<file path="src/rtl/cmult_pkg.sv">
// Shared types and helpers for the complex-multiplier scheduling slice:
// operand/product structs and the requester tag width function.
package cmult_pkg;

  localparam int DW_DEF = 8;

  // A tag must be at least one bit wide, even for a single requester.
  function automatic int tag_width(input int n);
    return (n > 1) ? $clog2(n) : 1;
  endfunction

  typedef struct packed {
    logic signed [DW_DEF-1:0] re;
    logic signed [DW_DEF-1:0] im;
  } cplx_t;

  typedef struct packed {
    logic signed [2*DW_DEF-1:0] re;
    logic signed [2*DW_DEF-1:0] im;
  } cprod_t;

endpackage

</file>
<file path="src/rtl/rr_arbiter.sv">
// Combinational round-robin arbiter: the search starts just after 'last' and
// wraps around, and the first set request bit wins.
module rr_arbiter
  import cmult_pkg::*;
#(
  parameter  int N     = 4,
  localparam int TAG_W = tag_width(N)
) (
  input  logic [N-1:0]     req,
  input  logic [TAG_W-1:0] last,
  output logic [N-1:0]     grant,
  output logic [TAG_W-1:0] idx,
  output logic             found
);

  logic [TAG_W-1:0] cand;

  always_comb begin
    grant = '0;
    idx   = '0;
    found = 1'b0;
    cand  = '0;
    for (int i = 1; i <= N; i++) begin
      cand = TAG_W'((int'(last) + i) % N);
      if (!found && req[cand]) begin
        found       = 1'b1;
        grant[cand] = 1'b1;
        idx         = cand;
      end
    end
  end

endmodule

</file>
<file path="src/rtl/cmult_rr_sched.sv">
// Round-robin front end for one shared pipelined complex multiplier; tags ride
// a delay line matched to MULT_LAT. Optional macro CMULT_RR_SCHED_CHECK_EN adds
// an alignment checker (mult_valid_i in, sticky err_o out).
module cmult_rr_sched
  import cmult_pkg::*;
#(
  parameter  int N_REQ    = 4,
  parameter  int DW       = DW_DEF,
  parameter  int MULT_LAT = 2,
  localparam int TAG_W    = tag_width(N_REQ)
) (
  input  logic                   clk,
  input  logic                   rst,
  input  logic [N_REQ-1:0]       req_i,
  input  logic [N_REQ*DW-1:0]    op_re1_i,
  input  logic [N_REQ*DW-1:0]    op_im1_i,
  input  logic [N_REQ*DW-1:0]    op_re2_i,
  input  logic [N_REQ*DW-1:0]    op_im2_i,
  output logic [N_REQ-1:0]       ack_o,
  output logic signed [DW-1:0]   mult_re1_o,
  output logic signed [DW-1:0]   mult_im1_o,
  output logic signed [DW-1:0]   mult_re2_o,
  output logic signed [DW-1:0]   mult_im2_o,
  output logic                   mult_valid_o,
  input  logic signed [2*DW-1:0] mult_re_i,
  input  logic signed [2*DW-1:0] mult_im_i,
  output logic                   res_valid_o,
  output logic [TAG_W-1:0]       res_tag_o,
  output logic signed [2*DW-1:0] res_re_o,
  output logic signed [2*DW-1:0] res_im_o,
  output logic                   busy_o
`ifdef CMULT_RR_SCHED_CHECK_EN
  ,
  input  logic                   mult_valid_i,
  output logic                   err_o
`endif
);

  logic [N_REQ-1:0]    req_masked;
  logic [N_REQ-1:0]    grant;
  logic [TAG_W-1:0]    grant_idx;
  logic                grant_found;
  logic [TAG_W-1:0]    last;
  logic [TAG_W-1:0]    issue_tag;
  logic [MULT_LAT-1:0] dl_valid;
  logic [TAG_W-1:0]    dl_tag [MULT_LAT];

  // A request still high in the cycle after its ack must not be granted twice.
  assign req_masked = req_i & ~ack_o;

  rr_arbiter #(.N(N_REQ)) u_arb (
    .req   (req_masked),
    .last  (last),
    .grant (grant),
    .idx   (grant_idx),
    .found (grant_found)
  );

  always_ff @(posedge clk) begin
    if (rst) begin
      ack_o        <= '0;
      mult_valid_o <= 1'b0;
      mult_re1_o   <= '0;
      mult_im1_o   <= '0;
      mult_re2_o   <= '0;
      mult_im2_o   <= '0;
      issue_tag    <= '0;
      last         <= TAG_W'(N_REQ - 1);
    end else begin
      ack_o        <= grant;
      mult_valid_o <= grant_found;
      if (grant_found) begin
        mult_re1_o <= op_re1_i[int'(grant_idx)*DW +: DW];
        mult_im1_o <= op_im1_i[int'(grant_idx)*DW +: DW];
        mult_re2_o <= op_re2_i[int'(grant_idx)*DW +: DW];
        mult_im2_o <= op_im2_i[int'(grant_idx)*DW +: DW];
        issue_tag  <= grant_idx;
        last       <= grant_idx;
      end
    end
  end

  // issue_tag travels with mult_valid_o; stage MULT_LAT-1 then lines up with
  // the cycle the multiplier presents the matching product.
  always_ff @(posedge clk) begin
    if (rst) begin
      dl_valid <= '0;
      for (int i = 0; i < MULT_LAT; i++) dl_tag[i] <= '0;
    end else begin
      dl_valid[0] <= mult_valid_o;
      dl_tag[0]   <= issue_tag;
      for (int i = 1; i < MULT_LAT; i++) begin
        dl_valid[i] <= dl_valid[i-1];
        dl_tag[i]   <= dl_tag[i-1];
      end
    end
  end

  always_ff @(posedge clk) begin
    if (rst) begin
      res_valid_o <= 1'b0;
      res_tag_o   <= '0;
      res_re_o    <= '0;
      res_im_o    <= '0;
    end else begin
      res_valid_o <= dl_valid[MULT_LAT-1];
      if (dl_valid[MULT_LAT-1]) begin
        res_tag_o <= dl_tag[MULT_LAT-1];
        res_re_o  <= mult_re_i;
        res_im_o  <= mult_im_i;
      end
    end
  end

  assign busy_o = (|dl_valid) | mult_valid_o;

`ifdef CMULT_RR_SCHED_CHECK_EN
  always_ff @(posedge clk) begin
    if (rst) begin
      err_o <= 1'b0;
    end else if (mult_valid_i != dl_valid[MULT_LAT-1]) begin
      err_o <= 1'b1;
    end
  end
`endif

endmodule

</file>
<file path="config.mk">
export PLATFORM = sky130hd
export DESIGN_NAME = cmult_rr_sched
export DESIGN_NICKNAME = d
export VERILOG_FILES = /design/src/rtl/cmult_pkg.sv /design/src/rtl/rr_arbiter.sv /design/src/rtl/cmult_rr_sched.sv
export SDC_FILE = /design/constraint.sdc
export NUM_CORES = 1
export LEC_CHECK = 0
export BUFFER_PORTS_ARGS = -buffer_cell sky130_fd_sc_hd__buf_2
export CORE_UTILIZATION = 35
export CTS_CLUSTER_DIAMETER = 120
export CTS_CLUSTER_SIZE = 20
export DETAILED_ROUTE_END_ITERATION = 12
export GPL_TIMING_DRIVEN = 0
export PLACE_DENSITY = 0.64
export SKIP_LAST_GASP = 1
export SLEW_MARGIN = 0
export SYNTH_ARGS = -nofsm -noshare
export SYNTH_HDL_FRONTEND = slang
export SYNTH_SLANG_ARGS = --single-unit
</file>
<file path="constraint.sdc">
create_clock -name clk -period 5.4 [get_ports clk]
set_clock_uncertainty 0.1 [all_clocks]
set_input_delay 0.27 -clock clk [delete_from_list [all_inputs] [get_ports clk]]
set_output_delay 0.27 -clock clk [all_outputs]
set_load 0.1 [all_outputs]
</file>
==> flow_summary.json, run 1 <==
{
  "setup_viol": 0,
  "rows": 38,
  "drc": 0,
  "met2_length_microns": 5152,
  "seq_area_frac_synth_pct": 41.45,
  "cts-root-buf": "clkbuf_16",
  "final_hold_viol_count": 0,
  "detail_route.vias_per_cell": 4.977,
  "first_pass_iters": 5,
  "required_ns": 5.52,
  "syn_nets": 483,
  "htree_num_levels": 3,
  "worst_pin_slew_ns": 0.9394,
  "grt_setup_unrepaired": "no",
  "post_cts.repair.setup_buffers": 0,
  "irDropWorstVdd_mv": 0.3835,
  "synth_common_cells": "dfxtp_1 (82), mux2i_1 (37), nor2_1 (36), a22o_1 (32), mux4_1 (32)",
  "drt-wirelength-per-cell_microns": 14.44,
  "synthArstFlopShare_pct": 0,
  "netlist_instances": 309,
  "criticalPathCategory": "reg2reg",
  "period_needed_ns": 3.038,
  "ys.warnings.count": 0,
  "start_util_pct": 36.21,
  "period_share_pct": 56.27,
  "hpwl_microns": 8197,
  "cts_tree": "done",
  "worst_skew_pair.late_latency_ns": 0.32,
  "syn_area_sq_um": 3960,
  "dr_wl_met3_microns": 699,
  "start_kind": "flip-flop",
  "grt-ovfl-total": 0,
  "synth_edf_count": 0,
  "grt_max_degree": 13,
  "synth.area.top_cells": "dfxtp_1 (41%), mux4_1 (21%), mux2i_1 (9.4%), a22o_1 (7.1%), nor2_1 (3.4%)",
  "end_kind": "flip-flop",
  "wirelength_microns": 10090,
  "status": "finished, final reports clean",
  "die_w_microns": 108.4,
  "min_path_type": "in2reg",
  "core_sq_um": 10940,
  "arrival_ns": 3.16,
  "setup_tns_ns": 0,
  "routed.top_layer": "met4",
  "slew_headroom_pct": 36.80,
  "synth-seq-cells": 82,
  "cp_max_fo": 10,
  "antenna_cells": 0,
  "nets": 731,
  "r2r_cells": 9,
  "yosys_most_used_dff": "dfxtp_1",
  "cts_buffer_depth": 2,
  "yosysTopAreaCell": "dfxtp_1",
  "power_density_nw_per_um2": 652.6,
  "multiInputGateArea_sq_um": 2148,
  "antenna_left": 0,
  "layout-drive-gt1-share_pct": 47.76,
  "drtIter0Drc": 145,
  "cap_violations": 0,
  "fmaxAchievable_mhz": 329.1,
  "num_io_pins": 239,
  "ff_latch_area_sq_um": 1642,
  "clock-sinks": 82,
  "die-area_sq_um": 11740,
  "grt_pass1_wl_microns": 14970,
  "area_growth_pct": 41.48,
  "yosys.area.top_type_share_pct": 41.45,
  "hold-path-cell-count": 3,
  "finalMaxSlewViolations": 0,
  "gp_congestion": 0.8704,
  "cts.reportedPaths.clkPinSlew_ns": 0.06,
  "numCtsBuffers": 9,
  "grt_pass1_vias": 3230,
  "yosysUniqueCellTypes": 34,
  "die_h_microns": 108.4,
  "cts_resized": 0,
  "placed_cells": 686,
  "numPortBuffers": 237,
  "p_leak_nw": 2.757,
  "yosysMostFrequentCell": "dfxtp_1",
  "dr_total_vias": 3479,
  "synth_area_per_cell_sq_um": 12.82,
  "n_fill_cell": 1008,
  "final_cells": 699,
  "grt.total_usage_pct": 16.45,
  "wl_met1_microns": 4072,
  "antenna_found_initial": 0,
  "postCtsHoldBufs": 0
}
## final timing paths
kind           startpoint       endpoint  slack, ns
max reg2reg       last[1]  mult_re1_o[1]       2.36
min reg2reg  dl_tag[0][0]   dl_tag[1][0]       0.34
min          mult_im_i[8]    res_im_o[8]       0.08
max               last[1]  mult_re1_o[1]       2.36
## logic make-up (layout without fill, tap and decap cells)
group                      after synthesis  in the layout  share of synthesized area [%]
AOI/OAI and AO/OA                       50             50                          10.58
xor gates and xnor gates                 1              1                         0.4109
adders and majority gates                8              8                          2.528
buffers and inverters                   28            278                          4.297
DFF                                     82             82                          41.45
muxes                                   71             71                          31.72
and+or+nand+nor                         69             69                          9.005
## metal layers
layer / global-route usage (%) / vias to the layer above
li1: - / 1701
met1: 18.92 / 1600
met2: 29.12 / 163
met3: 3.918 / 15
met4: 6.853 / 0
met5: 0 / -
## worst max-delay path: stages (launching register included)
cell and delay (ns):
dfxtp_1 0.52, inv_1 0.22, ha_1 0.37, inv_1 0.11, mux4_2 0.39, o22ai_2 0.23
xnor2_2 0.25, buf_6 0.21, mux4_1 0.32, a22o_1 0.20
## cell type report
class                           instances  area share [%]
Tap cell                              140           3.126
Multi-Input combinational cell        199           38.34
Sequential cell                        82           29.30
Clock buffer                           10           4.265
Timing Repair Buffer                  237           21.17
Buffer                                 25           2.747
Clock inverter                          3          0.7593
Inverter                                3          0.2903
## sequential cells by signal, indices dropped and copies added, names as in the netlist, 2 cells and up
register / cells
ack_o: 4
dl_tag: 4
dl_valid: 2
issue_tag: 2
last: 2
mult_im1_o: 8
mult_im2_o: 8
mult_re1_o: 8
mult_re2_o: 8
res_im_o: 16
res_re_o: 16
res_tag_o: 2
## through the flow
step / power [mW] / util [%] / worst slack, ns / instance area, sq um / hold slack [ns]
2_1_floorplan: 2.713 / - / 2.419 / 3960 / 0.3138
3_3_place_gp: 3.066 / 48.66 / 2.455 / 5321 / 0.3268
3_5_place_dp: 3.094 / 48.66 / 2.382 / 5321 / 0.3266
4_1_cts: 3.687 / 51.24 / 2.350 / 5603 / 0.07201
5_1_grt: 3.832 / 51.24 / 2.212 / 5603 / 0.07676
6_report: 3.657 / 51.24 / 2.362 / 5603 / 0.08036
## layout by cell type (no fill, tap or decap), types with 3 or more instances in the layout
cell type,count
a21oi_1,6
a222oi_1,4
a22o_1,32
buf_1,3
buf_2,237
buf_6,8
clkbuf_1,14
clkbuf_16,9
dfxtp_1,82
ha_1,8
mux2i_1,37
mux4_1,32
nand2_1,3
nand2b_1,3
nand3_1,6
nor2_1,36
nor2b_1,10
## power breakdown
part / internal, mW / switching (mW) / total (mW)
registers: 0.750 / 0.0840 / 0.834
clock network: 0.362 / 0.220 / 0.582
logic: 0.795 / 1.45 / 2.24
Power figures use the tool's default switching activity.
==> run 2, diff against run 1 <==
- PLACE_DENSITY: 0.64 -> 0.67
- clock period: 5.4 -> 2.6 ns (I/O delays scaled with it)
==> flow_summary.json, run 2 (synthesis results as in run 1) <==
{
  "power_density_nw_per_um2": 1353,
  "rows": 38,
  "cts-root-buf": "clkbuf_16",
  "clockPowerShare_pct": 15.5,
  "first_pass_iters": 4,
  "finalMaxSlewViolations": 0,
  "worst_skew_pair.late_latency_ns": 0.32,
  "final_hold_viol_count": 0,
  "status": "finished, final reports clean",
  "grt_pass1_vias": 3605,
  "post-route-util_pct": 56.51,
  "grt_pass1_wl_microns": 16820,
  "required_ns": 2.71,
  "dpl_cell_area_sq_um": 5329,
  "die_h_microns": 108.4,
  "grt.total_usage_pct": 18.52,
  "grt-ovfl-total": 0,
  "numPortBuffers": 237,
  "core_sq_um": 10940,
  "criticalPathCategory": "reg2reg",
  "crit_path_max_incr_delay_ns": 0.42,
  "clock-sinks": 82,
  "crit_top_cell": "mux4_2",
  "hp-start": "op_im1_i[1]",
  "switchingPower_mw": 3.904,
  "wirelength_microns": 11430,
  "drc": 0,
  "cts_buffer_depth": 2,
  "p_total_mw": 8.362,
  "busiest_layer": "met2",
  "layout-drive-gt1-share_pct": 49.34,
  "die-area_sq_um": 11740,
  "slew_headroom_pct": 47.42,
  "die_w_microns": 108.4,
  "cp_max_fo": 5,
  "finish.instance_area_sq_um": 6180,
  "globalRouteMet3Util_pct": 4.521,
  "htree_num_levels": 3,
  "irDropWorstVdd_mv": 0.8061,
  "grt_setup_unrepaired": "no",
  "fmaxAchievable_mhz": 398.8,
  "end_kind": "flip-flop",
  "reg_top3": "res_im_o x16, res_re_o x16",
  "grt_use_met1_pct": 20.64,
  "r2r_start": "last[0]",
  "cts.reportedPaths.clkPinSlew_ns": 0.06,
  "slowest_stage": "dfxtp_4",
  "final_cell_mix": "buf_2 (237), dfxtp_1 (76), nor2_1 (36), mux2i_1 (35)",
  "period_share_pct": 96.45,
  "gp_congestion": 0.8705,
  "combPwrFrac_pct": 63.5,
  "final_cells": 750,
  "grt_util_met2_pct": 35.12,
  "drtIter0Drc": 194,
  "grt_max_degree": 15,
  "antenna_left": 0,
  "antenna_found_initial": 0,
  "detail_route.vias_per_cell": 4.987,
  "swShare_pct": 46.69,
  "numCtsBuffers": 9,
  "cts_tree": "done",
  "p_int_mw": 4.458,
  "start_util_pct": 36.21,
  "area_growth_pct": 56.05,
  "placed_cells": 686,
  "worstPathCellList": "inv_12 > ha_4 > inv_2 > mux4_2 > o22ai_4 > buf_12 > xnor2_4 > buf_6 > mux4_2 > a22o_1",
  "nets": 779,
  "pwr-share-seq_pct": 21.0,
  "cap_violations": 0,
  "antenna_cells": 0,
  "period_needed_ns": 2.508,
  "min_path_type": "in2reg",
  "worst_pin_slew_ns": 0.7788,
  "num_io_pins": 239,
  "setup_viol": 0,
  "start_kind": "flip-flop",
  "drt-wirelength-per-cell_microns": 15.25,
  "hpwl_microns": 8591,
  "arrival_ns": 2.62,
  "dr_total_vias": 3740,
  "startpoint": "last[0]",
  "final_common_cell": "buf_2",
  "p_leak_nw": 2.984
}
[run 2: changes by cell type in the layout (fill, tap and decap cells not counted), sizes merged]
cell | previous run | this run
clkbuf | 24 | 25
inv | 3 | 5
dlygate4sd3 | 0 | 32
xnor2 | 1 | 2
buf | 248 | 263
[run 2: what timing repair did]
item,in CTS,in global routing
pin swaps,2,3
setup endpoints to repair,32,30
cloned,4,0
endpoints found under the hold margin,32,0
buffers inserted,7,6
hold buffers,32,0
gates resized for setup,18,8
[run 2: cell type report]
cell class	instances	area, sq um
repair buffers	285	1639
clock buffers	11	252.7
inverters	3	23.77
fillers	920	4756
multi-input cells	200	2208
flip-flops and latches	82	1657
plain buffers	24	163.9
clock inverters	5	60.06
well taps	140	175.2
[run 2: per-layer routing]
metal	vias to the layer above	part of all wire (%)
met5	-	0
met4	0	0.73
li1	1796	-
met1	1763	40
met2	173	53
met3	8	6.8
[run 2: path summary, 6_finish.rpt]
check / to / slack [ns] / cells after the start
max: mult_re1_o[4] / 0.09 / 10
min reg2reg: dl_tag[1][0] / 0.34 / 1
min: mult_im1_o[1] / 0.12 / 3
max reg2reg: mult_re1_o[4] / 0.09 / 10
[run 2: power by group through the flow]
stage	clock (mW)	sequential (mW)	combinational, mW
2_1_floorplan	0	3.51	2.14
3_3_place_gp	0	1.76	4.61
3_5_place_dp	0	1.77	4.70
4_1_cts	1.33	1.73	5.15
5_1_grt	1.39	1.79	5.58
6_report	1.30	1.75	5.31
[run 2: stage by stage]
stage,hold slack [ns],TNS (ns),worst slack (ns)
2_1_floorplan,0.1774,0,0.002250
3_3_place_gp,0.2654,-9.184,-0.3409
3_5_place_dp,0.2763,-10.77,-0.3903
4_1_cts,0.1046,0,0.01231
5_1_grt,0.1049,0,0.005493
6_report,0.1155,0,0.09225
[run 2: critical path: cells and delay by family (launching register included)]
| family | cells | cell delay, ns |
|---|---|---|
| compound gates | 2 | 0.36 |
| buf+inv | 4 | 0.40 |
| mux | 2 | 0.65 |
| flops | 1 | 0.42 |
| fa+ha+maj | 1 | 0.28 |
| xor+xnor | 1 | 0.17 |
